### src/rtl/aes_fifo_pkg.sv
// rtl/aes_fifo_pkg.sv - shared word/block widths and types for the AES FIFOs
package aes_fifo_pkg;
  localparam int WORD_W          = 32;
  localparam int WORDS_PER_BLOCK = 4;
  localparam int BLOCK_W         = WORD_W * WORDS_PER_BLOCK;

  typedef logic [WORD_W-1:0]  word_t;
  typedef logic [BLOCK_W-1:0] block_t;
endpackage

### src/rtl/fifo_in_pack_if.sv
// rtl/fifo_in_pack_if.sv - word-in / block-out bundle of the input packer
interface fifo_in_pack_if;
  import aes_fifo_pkg::*;

  logic       write_en;
  word_t      data_in;
  logic       clear;
  logic       block_ready;
  logic       block_valid;
  block_t     block_out;
  logic [1:0] word_count;
  logic       fifo_empty;
  logic       fifo_full;
  logic       overflow_err;

  modport master (
    output write_en, data_in, clear, block_ready,
    input  block_valid, block_out, word_count, fifo_empty, fifo_full, overflow_err
  );

  modport slave (
    input  write_en, data_in, clear, block_ready,
    output block_valid, block_out, word_count, fifo_empty, fifo_full, overflow_err
  );
endinterface

### src/rtl/block_queue.sv
// rtl/block_queue.sv - DEPTH x WIDTH synchronous FIFO, head visible on dout
module block_queue #(
  parameter int DEPTH = 2,
  parameter int WIDTH = 128
) (
  input  logic                         clk,
  input  logic                         n_rst,
  input  logic                         push,
  input  logic                         pop,
  input  logic                         clear,
  input  logic [WIDTH-1:0]             din,
  output logic [WIDTH-1:0]             dout,
  output logic [$clog2(DEPTH+1)-1:0]   count,
  output logic                         valid
);
  localparam int PW = $clog2(DEPTH);

  logic [WIDTH-1:0] mem [DEPTH];
  logic [PW-1:0]    wr_ptr;
  logic [PW-1:0]    rd_ptr;
  logic             do_pop;

  assign valid  = (count != '0);
  assign do_pop = pop && valid;
  assign dout   = mem[rd_ptr];

  always_ff @(posedge clk or negedge n_rst) begin
    if (!n_rst) begin
      wr_ptr <= '0;
      rd_ptr <= '0;
      count  <= '0;
      for (int i = 0; i < DEPTH; i++) mem[i] <= '0;
    end else if (clear) begin
      wr_ptr <= '0;
      rd_ptr <= '0;
      count  <= '0;
    end else begin
      if (push) begin
        mem[wr_ptr] <= din;
        wr_ptr      <= wr_ptr + 1'b1;
      end
      if (do_pop) rd_ptr <= rd_ptr + 1'b1;
      if (push && !do_pop)      count <= count + 1'b1;
      else if (!push && do_pop) count <= count - 1'b1;
    end
  end
endmodule

### src/rtl/fifo_in_pack.sv
// rtl/fifo_in_pack.sv - packs four 32-bit words (first word in the MSBs)
// into 128-bit blocks and queues them for the AES core.
module fifo_in_pack
  import aes_fifo_pkg::*;
#(
  parameter int DEPTH = 2
) (
  input logic           clk,
  input logic           n_rst,
  fifo_in_pack_if.slave bus
);
  localparam int            CW    = $clog2(DEPTH + 1);
  localparam logic [CW-1:0] QFULL = CW'(DEPTH);

  logic [1:0]    word_count;
  word_t         held [WORDS_PER_BLOCK-1];
  logic [CW-1:0] qcount;
  logic          qvalid;
  block_t        qdout;
  logic          overflow_err;
  logic          full;
  logic          accept;
  logic          push;

  // Only the block-completing word can be refused; words 0..2 always fit.
  assign full   = (word_count == 2'd3) && (qcount == QFULL);
  assign accept = bus.write_en && !full;
  assign push   = accept && (word_count == 2'd3);

  block_queue #(
    .DEPTH (DEPTH),
    .WIDTH (BLOCK_W)
  ) u_queue (
    .clk   (clk),
    .n_rst (n_rst),
    .push  (push),
    .pop   (bus.block_ready),
    .clear (bus.clear),
    .din   ({held[0], held[1], held[2], bus.data_in}),
    .dout  (qdout),
    .count (qcount),
    .valid (qvalid)
  );

  always_ff @(posedge clk or negedge n_rst) begin
    if (!n_rst) begin
      word_count   <= '0;
      overflow_err <= 1'b0;
      for (int i = 0; i < WORDS_PER_BLOCK - 1; i++) held[i] <= '0;
    end else if (bus.clear) begin
      word_count   <= '0;
      overflow_err <= 1'b0;
    end else begin
      overflow_err <= bus.write_en && full;
      if (accept) begin
        if (word_count == 2'd3) begin
          word_count <= '0;
        end else begin
          held[word_count] <= bus.data_in;
          word_count       <= word_count + 2'd1;
        end
      end
    end
  end

  assign bus.block_valid  = qvalid;
  assign bus.block_out    = qdout;
  assign bus.word_count   = word_count;
  assign bus.fifo_empty   = (word_count == 2'd0) && (qcount == '0);
  assign bus.fifo_full    = full;
  assign bus.overflow_err = overflow_err;
endmodule

### src/flat_wrapper.sv
// flat-port wrapper written by rule: the top's interface ports become plain ports
module fifo_in_pack_flat import aes_fifo_pkg::*;
#(
  parameter int DEPTH = 2
)
  (clk, n_rst, bus_write_en, bus_data_in, bus_clear, bus_block_ready, bus_block_valid, bus_block_out, bus_word_count, bus_fifo_empty, bus_fifo_full, bus_overflow_err);
  fifo_in_pack_if bus_i ();
  input logic clk;
  input logic n_rst;
  input wire logic [$bits(bus_i.write_en)-1:0] bus_write_en;
  input wire logic [$bits(bus_i.data_in)-1:0] bus_data_in;
  input wire logic [$bits(bus_i.clear)-1:0] bus_clear;
  input wire logic [$bits(bus_i.block_ready)-1:0] bus_block_ready;
  output wire logic [$bits(bus_i.block_valid)-1:0] bus_block_valid;
  output wire logic [$bits(bus_i.block_out)-1:0] bus_block_out;
  output wire logic [$bits(bus_i.word_count)-1:0] bus_word_count;
  output wire logic [$bits(bus_i.fifo_empty)-1:0] bus_fifo_empty;
  output wire logic [$bits(bus_i.fifo_full)-1:0] bus_fifo_full;
  output wire logic [$bits(bus_i.overflow_err)-1:0] bus_overflow_err;
  assign bus_i.write_en = bus_write_en;
  assign bus_i.data_in = bus_data_in;
  assign bus_i.clear = bus_clear;
  assign bus_i.block_ready = bus_block_ready;
  assign bus_block_valid = bus_i.block_valid;
  assign bus_block_out = bus_i.block_out;
  assign bus_word_count = bus_i.word_count;
  assign bus_fifo_empty = bus_i.fifo_empty;
  assign bus_fifo_full = bus_i.fifo_full;
  assign bus_overflow_err = bus_i.overflow_err;
  fifo_in_pack #(.DEPTH(DEPTH)) u_core (.clk(clk), .n_rst(n_rst), .bus(bus_i));
endmodule
### config.mk
export PLATFORM = sky130hd
export DESIGN_NAME = fifo_in_pack_flat
export DESIGN_NICKNAME = d
export VERILOG_FILES = /design/src/rtl/aes_fifo_pkg.sv /design/src/rtl/fifo_in_pack_if.sv /design/src/rtl/block_queue.sv /design/src/rtl/fifo_in_pack.sv /design/src/flat_wrapper.sv
export SDC_FILE = /design/constraint.sdc
export NUM_CORES = 1
export LEC_CHECK = 0
export CAP_MARGIN = 10
export CORE_AREA = 8 8 185 362
export CTS_CLUSTER_DIAMETER = 50
export DETAILED_ROUTE_END_ITERATION = 12
export DIE_AREA = 0 0 193 370
export GPL_TIMING_DRIVEN = 0
export HOLD_SLACK_MARGIN = 0.15
export PLACE_DENSITY = 0.45
export SLEW_MARGIN = 5
export SYNTH_ARGS = -nofsm -noshare
export SYNTH_HDL_FRONTEND = slang
export SYNTH_SLANG_ARGS = --single-unit
### constraint.sdc
create_clock -name clk -period 2 [get_ports clk]
set_input_delay 0.3 -clock clk [delete_from_list [all_inputs] [get_ports clk]]
set_output_delay 0.3 -clock clk [all_outputs]
set_load 0.005 [all_outputs]
* After elaboration in Yosys (flattened, before gate mapping)
Cells that the tools add are included.
Operators by class: $lt $le $gt $ge 5, add/sub/neg operators 5, mux-type cells 20, bitwise logic cells 5, reductions and logical operators 22, equal/unequal tests 2
Operator list (count):
- $mux W128 | 4
- $bwmux W256 | 1
- $demux W128 S1 | 1
- $bwmux W96 | 1
- $demux W32 S2 | 1
- $mux W32 | 1
- $mux W2 | 6
- $logic_and A1 B1 Y1 | 10
- $reduce_bool A2 Y1 | 4
- $mux W1 | 5
- $add A2 B1 Y2 const B | 2
- $eq A2 B2 Y1 const B | 2
- $ge A2 B2 Y1 const B | 2
- $logic_not A2 Y1 | 2
- $not A1 Y2 | 2
- $ge A3 B3 Y1 const B | 1
- $logic_not A1 Y1 | 3
- $lt A3 B1 Y1 const B | 1
- $not A2 Y3 | 1
- $reduce_and A3 Y1 | 1
- $reduce_bool A3 Y1 | 1
- $add A1 B1 Y1 const B | 2
- $lt A2 B1 Y1 const B | 1
- $not A1 Y1 | 2
- other kinds (2) | 2
Word-level totals: logic and storage cells 69, register bits 359, output and inout port bits 134

* Logic depth before layout (Yosys ltp)
word-level depth 10, gate-level depth with buffers 6, mapped depth without buffers 4

* Cells and area by module
From an unflattened synthesis, not the netlist that was laid out.
Second synthesis, totals: cell total of the unflattened synthesis 933, area, all modules 15758.9 sq um
By module, submodules not included:
- block_queue | seq. area each 6506.2 sq um, cells an instance 704, area an instance 11483.5 sq um, instances 1
- fifo_in_pack | seq. area each 2477.4 sq um, cells an instance 229, area an instance 4275.4 sq um, instances 1

* Least setup slack after synthesis
OpenSTA, ideal clock, no wires.
path kind register to register, start point reg u_core.word_count[0], in the netlist u_core.bus.word_count[0], end point reg u_core.u_queue.mem[100] (netlist bit), cell stages (with the launch flop) 7, setup time 125 ps, slack 6 ps, path buffers 2, period minus slack after synthesis 1994 ps, data arrival time 1868 ps, path through dfrtp_1 -> ha_1 -> nand2_1 -> or4b_4 -> buf_6 -> buf_6 -> mux2_4
Between the ends: cells in the longest elaborated chain, start to end 6
Ends and longest elaborated chain:
- from (decl) | RTL line fifo_in_pack.sv:15 | logic [1:0] word_count;
- from (signal assigned) | RTL line fifo_in_pack.sv:60 | word_count <= word_count + 2'd1;
- $eq A2 B2 Y1 * | RTL line fifo_in_pack.sv:26, fifo_in_pack.sv:28
- $logic_and A1 B1 Y1 | RTL line fifo_in_pack.sv:26 | assign full = (word_count == 2'd3) && (qcount == QFULL);
- $logic_not A1 Y1 | RTL line fifo_in_pack.sv:27 | assign accept = bus.write_en && !full;
- $logic_and A1 B1 Y1 | RTL line fifo_in_pack.sv:27
- $logic_and A1 B1 Y1 * | RTL line fifo_in_pack.sv:28 | assign push = accept && (word_count == 2'd3);
- $reduce_and A2 Y1 (no source line) *
- to (signal, indexed assignment) | RTL line block_queue.sv:39 | mem[wr_ptr] <= din;
- to (decl) | RTL line block_queue.sv:18 | logic [WIDTH-1:0] mem [DEPTH];
Mark *: on every way between the ends. The rest lies on a longest branch, timed or not. A chain may end at the register's enable or synchronous reset.

* Final worst setup path
start point reg u_core.u_queue.rd_ptr, end point out bus_block_out[126]
Between the ends: cells in the longest elaborated chain, start to end 4
Ends and longest elaborated chain:
- from (decl) | RTL line block_queue.sv:20 | logic [PW-1:0] rd_ptr;
- from (signal assigned) | RTL line block_queue.sv:42 | if (do_pop) rd_ptr <= rd_ptr + 1'b1;
- $not A1 Y2 (implied by the code) | RTL line block_queue.sv:25 | assign dout = mem[rd_ptr];
- $mux W128 (implied by the code) (3 in a row) | RTL line block_queue.sv:25
- to (decl) | RTL line flat_wrapper.sv:15 | output wire logic [$bits(bus_i.block_out)-1:0] bus_block_out;
No other way between the ends. The select of a mux whose other input is x is not followed.

==> results.md <==
* Status: finished, violations left
* Failing checks: setup timing
* Total wire length at 45,600 um
* Worst hold slack at 0.272 ns
* Per-cell routed wire length at 22.2 um
* Largest net degree at the start of global routing at 120
* Final critical-path share of the clock period at 116%
* Multi-input gate area at 6310 um^2
* GR Overflow Total at 0
* Die Area at 71,400 um^2
* Total Neg Setup Slack at -38.51 ns
* # clock sinks at 359
* Worst r2r src: u_core.bus.word_count[0]
* Largest area contributor in the netlist: dfrtp_1
* Seq/Total Area, Yosys at 58.4%
* Via count at 8,949
* Worst-skew pair later-pin latency at 0.54 ns
* First-pass GRT wire length at 64,600 um
* Final #Nets at 1,272
* Die Span Y at 370 um
* Total GRT Usage at 12.0%
* Starting Density at 24.6%
* IO Pins at 171
* Worst-margin pin slew at 0.579 ns
* Routability cong. at 0.763
* Drt first pass iters at 4
* Post-synth EDFFs at 0
* Post-synth ARST share at 100%
* Vias/cell at 4.36
* Row Count at 130
* Area contributors post-synth: dfrtp_1 58%, mux2_2 28%, mux2_4 9.8%
* Post-synthesis register bit count at 359
* Synth warn at 0
* Crit path DAT at 2.01 ns
* Avg Inst Size Synth at 16.4 um^2
* Worst Setup EP: bus_block_out[126]
* DPL Wire Length at 28,500 um
* Power Dens Cells at 928 nW/um^2
* Final antenna-violating net count at 0
* Syn nets at 978
* Critical Path Sink Type: output port
* Max-cap violations at 0
* Skew final at 0.0112 ns
* WP data required at 1.70 ns
* Top_reg_cell synth: dfrtp_1
* Share of cells above drive strength 1 at 64.6%
* RSZ-0062 raised after global routing: true
* R2r endpoint: u_core.u_queue.mem[29]
* Combined area of all synthesized cells at 15,400 um^2
* Max-slew violations at 0
* Top-count cell post-synth: mux2_2
* Worst min path class: input port to async pin
* Max Freq at 433 MHz
* H-tree levels at 2
* # DRC at 0
* Crit path launch: u_core.u_queue.rd_ptr
* Crit Path Max Fanout at 8
* Critical path type: flop to output port
* Synthesis-to-finish area growth at 37.8%
* I/O Buffers at 170
* Final count of negative-setup-slack endpoints at 253
* Max_slew headroom at 61.4%
* Clock buffer depth at 3
* Leak Pwr at 10.4 nW
* Fillcell total at 6,082
* Root Buffer: clkbuf_16
* Worst vdd ir at 0.604 mV
* Register-to-Register Path Depth at 6
* Drt first-iter violations at 369
* Synth cell count leaders: 379 x mux2_2, 359 x dfrtp_1, 100 x mux2_4
* CTS tree: done
* Netlist cell types at 29
* Initial antenna violation count at 0
* Total CTS buffers at 40
* Min Tclk post-route at 2.31 ns
* Top-area cell type share of the netlist area at 58.4%
* Vias in the first global route at 9,805
* CP Launch Type: flop
* Synth Instances at 937
* N_diodes at 0
* Reg clk slew, reported paths at 0.06 ns
* Chip width at 193 um
* Final worst slack at -0.310 ns
* Register area at 8990 um^2
* Core Box Area at 62,500 um^2
* Final hold vios at 0
* Flop-to-flop setup slack at -0.13 ns
* Util after Layout at 34.0%
cell type report:
cell class | count | area share [%]
repair buffers | 256 | 13.0
flip-flops and latches | 359 | 42.4
clock inverters | 11 | 0.566
plain buffers | 52 | 4.08
multi-input cells | 517 | 29.8
inverters | 5 | 0.0885
clock buffers | 59 | 5.49
well taps | 792 | 4.67
state kept, by name (all words and copies together) (netlist names):
signal                   cells
u_core.u_queue.mem         256
u_core.held                 96
u_core.bus.word_count        2
u_core.u_queue.count         2
u_core.bus.overflow_err      1
u_core.u_queue.rd_ptr        1
u_core.u_queue.wr_ptr        1
where the power goes:
group          switching (mW)  internal [mW]
sequential              0.708           8.39
clock                    3.00           4.29
combinational            1.24           2.05
total                    4.95           14.7
per-layer routing:
layer,up-vias,GRT usage [%],part of all wire (%)
met5,-,0,0
met1,4747,16.5,46
met3,48,3.09,6.0
li1,3939,-,-
met4,0,2.82,1.6
met2,215,18.6,47
worst min-delay path by stage:
stage	end	start	slack, ns	cells past startpoint
2_1_floorplan	u_core.bus.overflow_err	n_rst	0.004	0
3_3_place_gp	u_core.u_queue.mem[124]	u_core.u_queue.mem[124]	0.47	1
3_5_place_dp	u_core.u_queue.mem[108]	n_rst	0.24	1
4_1_cts	u_core.u_queue.mem[235]	n_rst	0.26	2
5_1_grt	u_core.u_queue.mem[236]	n_rst	0.30	2
6_report	u_core.u_queue.mem[108]	n_rst	0.27	2
cells in the final DEF (no fill, tap or decap), types with 9 or more instances in the layout:
master             n
dfrtp_1          355
mux2_2           325
mux2_4           156
buf_6             89
clkbuf_16         71
clkbuf_2          48
clkdlybuf4s50_1   38
buf_4             32
buf_12            29
buf_2             19
clkbuf_1          12
buf_8              9
metrics by stage:
step                setup slack [ns]  cell area [um^2]  instances  power, mW
detailed placement             -1.02             18200       1902       12.6
CTS                           -0.426             20100       1999       19.8
global placement              -14.83             18100       1899       12.4
floorplan                    0.00646             15400        937       10.6
global route                  -0.368             21200       2051       20.7
finish                        -0.310             21200       2051       19.7
kinds of logic after synthesis:
| logic type | synth area share, % |
|---|---|
| compound gates | 0.382 |
| xor+xnor | 0.0569 |
| fa+ha+maj | 0.325 |
| buf+inv | 2.40 |
| flops | 58.4 |
| mux | 37.7 |
| simple gates | 0.780 |
worst max-delay path: stages, from the launching register on:
cell and delay [ns]:
dfrtp_2 0.42, buf_12 0.15, clkbuf_16 0.16, clkbuf_16 0.15, buf_12 0.14, mux2_4 0.32, buf_6 0.12
what timing repair did:
item,CTS,global route
hold endpoints to repair,164,0
gates cloned,6,24
setup endpoints to repair,482,411
pin swaps,0,2
gates resized for setup,467,297
hold buffers,1,0
buffers inserted,21,33
Note: power is estimated with default switching activity, not from simulation.
